$ cat src/rtl/tx_frame_arbiter.sv
// tx_frame_arbiter: round-robin whole-frame arbiter for two octet requesters feeding the GMII transmit path,
// with exact inter-packet gap and forced termination of over-length frames.
module tx_frame_arbiter #(
  parameter int OCTET_WIDTH = 8,
  parameter int IPG_LEN     = 12,
  parameter int MAX_LEN     = 1522
) (
  input  logic                   gtx_clk,
  input  logic                   mr_main_reset,
  input  logic                   req0,
  input  logic                   req1,
  input  logic [OCTET_WIDTH-1:0] data0,
  input  logic [OCTET_WIDTH-1:0] data1,
  input  logic                   last0,
  input  logic                   last1,
  output logic                   gnt0,
  output logic                   gnt1,
  output logic                   tx_en,
  output logic [OCTET_WIDTH-1:0] txd,
  output logic                   busy,
  output logic                   len_err
);
  localparam int CW = $clog2(MAX_LEN + 1);
  localparam int GW = $clog2(IPG_LEN + 1);
  typedef enum logic [1:0] {IDLE, TX, IPG} state_t;
  state_t                 state;
  logic [CW-1:0]          cnt;
  logic [GW-1:0]          gap;
  logic                   last_served;
  logic                   any_req;
  logic                   pick;
  logic                   cur_last;
  logic                   at_max;
  logic [OCTET_WIDTH-1:0] cur_data;
  // gnt1 identifies the owner while in TX, so no separate select register is needed
  always_comb begin
    any_req  = req0 | req1;
    pick     = req1 & (~req0 | ~last_served);
    cur_data = gnt1 ? data1 : data0;
    cur_last = gnt1 ? last1 : last0;
    at_max   = cnt == CW'(MAX_LEN - 1);
  end
  always_ff @(posedge gtx_clk or posedge mr_main_reset) begin
    if (mr_main_reset) begin
      state       <= IDLE;
      cnt         <= '0;
      gap         <= '0;
      last_served <= 1'b1;
      gnt0        <= 1'b0;
      gnt1        <= 1'b0;
      tx_en       <= 1'b0;
      txd         <= '0;
      busy        <= 1'b0;
      len_err     <= 1'b0;
    end else begin
      tx_en   <= state == TX;
      txd     <= state == TX ? cur_data : '0;
      len_err <= state == TX && at_max && !cur_last;
      if (state == TX) begin
        cnt <= cnt + 1'b1;
        if (cur_last || at_max) begin
          state <= IPG;
          gnt0  <= 1'b0;
          gnt1  <= 1'b0;
          gap   <= GW'(IPG_LEN - 1);
        end
      end else if (state == IPG && gap != '0) begin
        gap <= gap - 1'b1;
      end else if (any_req) begin
        state       <= TX;
        gnt0        <= ~pick;
        gnt1        <= pick;
        last_served <= pick;
        busy        <= 1'b1;
        cnt         <= '0;
      end else begin
        state <= IDLE;
        busy  <= 1'b0;
      end
    end
  end
endmodule

$ cat config.mk
export PLATFORM = sky130hd
export DESIGN_NAME = tx_frame_arbiter
export DESIGN_NICKNAME = d
export VERILOG_FILES = /design/src/rtl/tx_frame_arbiter.sv
export SDC_FILE = /design/constraint.sdc
export NUM_CORES = 1
export LEC_CHECK = 0
export CAP_MARGIN = 20
export CORE_MARGIN = 2
export CORE_UTILIZATION = 60
export CTS_CLUSTER_SIZE = 24
export DETAILED_ROUTE_END_ITERATION = 8
export DONT_BUFFER_PORTS = 1
export PLACE_DENSITY = 0.87
export SETUP_SLACK_MARGIN = 0.2
export SYNTH_ARGS = -nofsm -noshare
export SYNTH_HDL_FRONTEND = slang
export SYNTH_SLANG_ARGS = --single-unit
$ cat constraint.sdc
create_clock -name gtx_clk -period 4.8 [get_ports gtx_clk]
set_input_delay 1.44 -clock gtx_clk [delete_from_list [all_inputs] [get_ports gtx_clk]]
set_output_delay 1.44 -clock gtx_clk [all_outputs]
set_load 0.02 [all_outputs]
==> reports/results.txt <==
clk root buf - clkbuf_4
Worst path depth - 0
Std-Cell Rows - 18
vias - 1183
Cell Area, Synth - 1550 sq um
worst flop-to-flop path startpoint - state[1]
post-DP HPWL - 2330 um
syn nets - 175
Leak - 0.708 nW
H-tree depth - 2
# port buffers - 0
minimum clock period - 2.55 ns
Synth cell types - 40
RSZ-0062 raised after global routing - false
initial antenna violation count - 0
Worst Max-Slew Pin Slew - 0.676 ns
worst-case clock buffer depth - 2
total track usage - 0.232
Tightest Hold Check Type - reg2reg
PD cells - 606 nW/um^2
mean area per synthesized cell - 10.4 sq um
type of destination of the critical path - output port
post-cts resize count - 0
detailed-route DRC error count - 0
setup TNS - 0 ns
setup bufs post-CTS - 0
Max-slew headroom - 0.549
vias in the first global route - 1114
first-pass GRT wire length - 4800 um
Max Clk Rate - 0.392 GHz
hold depth - 2
Starting Density - 0.631
Warnings, synthesis - 0
drt total wl - 3140 um
status - complete, no violations
Max-cap violations - 0
Max VDD drop - 0.415 mV
GPL Wtd Cong - 0.801
Die ar. - 3010 sq um
Vias/cell - 6.46
crit-path max FO - 11
gr ovfl total - 0
hold_buf cts - 0
register bit count reported by yosys - 31
CTS sink cnt - 31
ranking of synthesized cells by area - dfrtp_1, mux2i_1, a21oi_1
sequential-to-total area share from yosys stat - 0.501
HP Start - cnt[10]
drt pass-1 iters - 4
cell with the most instances after synthesis - dfrtp_1
final core utilization - 0.681
Main synth FF type - dfrtp_1
CP startpoint - gnt1
type of origin of the critical path - flop
Post-synth EDFFs - 0
ant diodes - 0
Clk Latency, worst-skew pair - 0.33 ns
largest net degree at the start of global routing - 32
I/O Pins - 35
post-DR wirelength/cell - 17.2 um
total CTS buffers - 5
Core ar. - 2450 sq um
DRT antenna net count - 0
CTS tree - built
synth cell count leaders - dfrtp_1, a21oi_1, nor2_1
skew final - 0.0121 ns
r2r worst-path depth - 5
post-synth top area cell - dfrtp_1
Slew Limit Fails - 0
Final Hold Vio Count - 0
Die Width - 54.8 um
layout cells sized above 1 - 0.111
Async S/R FF share, synth - 1.00
cells after synthesis - 149
count of final setup violators - 0
critical path class - reg2out
Final nets - 178
CP required - 3.36 ns
period utilization - 0.532
P&R area growth vs syn - 7.83%
critical path arrival - 1.11 ns
Die H - 54.8 um
Worst-path clk slew - 0.10 ns
Synth top area share - 0.484
initial DRC count - 26
==> flip-flops by register name (all words and copies together) (netlist names), 2 cells and up <==
signal and flops:
gap 4, state 2, txd 8, cnt 11
==> layer usage <==
layer	track usage	vias to the layer above	routed length [um]
li1	-	555	-
met1	0.248	573	1280
met2	0.411	46	1570
met3	0.0656	9	209
met4	0.121	0	86
met5	0	-	0
==> report_power, final <==
group | total [W] | internal [W] | switching [W]
registers | 0.000482 | 0.000343 | 0.000139
clock network | 0.000214 | 0.000123 | 0.0000906
logic | 0.000319 | 0.000129 | 0.000189
total | 0.00101 | 0.000595 | 0.000419
==> worst min-delay path, cell delays in order (launching register included) <==
cell and delay (ns):
dfrtp_1 0.41, o31ai_1 0.07, a21oi_1 0.06
==> kinds of logic (layout without fill, tap and decap cells) <==
family,Yosys count,after routing,share of synthesized area
and+or+nand+nor,55,55,0.196
AOI/OAI and AO/OA,34,34,0.149
DFF,31,31,0.501
buffers and inverters,12,16,0.0395
muxes,10,10,0.0654
adders and majority gates,4,4,0.0323
xor gates and xnor gates,3,3,0.0170
==> final timing paths <==
check | slack [ns] | endpoint
worst max-delay path | 2.25 | gnt1
worst min-delay path | 0.57 | cnt[10]
worst max register to register | 2.75 | cnt[9]
worst min register to register | 0.57 | cnt[10]
max in group asynchronous | 3.39 | gap[2]
min in group asynchronous | 0.96 | state[1]
==> metrics by stage <==
| step | hold slack (ns) | area (sq um) | power (W) | instances | worst slack (ns) |
|---|---|---|---|---|---|
| 2_1_floorplan | 0.509 | 1550 | 0.000741 | 149 | 2.36 |
| 3_3_place_gp | 0.527 | 1560 | 0.000772 | 174 | 2.32 |
| 3_5_place_dp | 0.558 | 1560 | 0.000802 | 174 | 2.27 |
| 4_1_cts | 0.571 | 1640 | 0.00101 | 182 | 2.25 |
| 5_1_grt | 0.593 | 1670 | 0.00108 | 183 | 2.18 |
| 6_report | 0.571 | 1670 | 0.00101 | 183 | 2.25 |
==> placed cells by master (no fill, tap or decap), drive strengths merged <==
cell,count
dfrtp,30
a21oi,11
nor2,11
nand2,10
mux2i,9
o21ai,8
nand3,7
inv,6
o31ai,6
or4,6
clkbuf,6
nand4,4
ha,4
nand2b,3
or3,3
or2,2
nor3,2
xnor2,2
a2bb2oi,2
nor3b,2
clkinv,2
o22ai,2
or4b,1
xor2,1
and2,1
and4,1
nor2b,1
a31oi,1
o221ai,1
a41oi,1
nor4b,1
a32oi,1
mux2,1
o211ai,1
bufinv,1
dfstp,1
buf,1
==> layout make-up <==
class	count	area (sq um)
Fill cell	171	783
Sequential cell	31	777
Multi-Input combinational cell	106	712
Clock buffer	6	51.3
Tap cell	30	37.5
Clock inverter	2	35.0
Inverter	7	31.3
Timing Repair Buffer	1	27.5
Note: power is estimated with default switching activity, not from simulation.
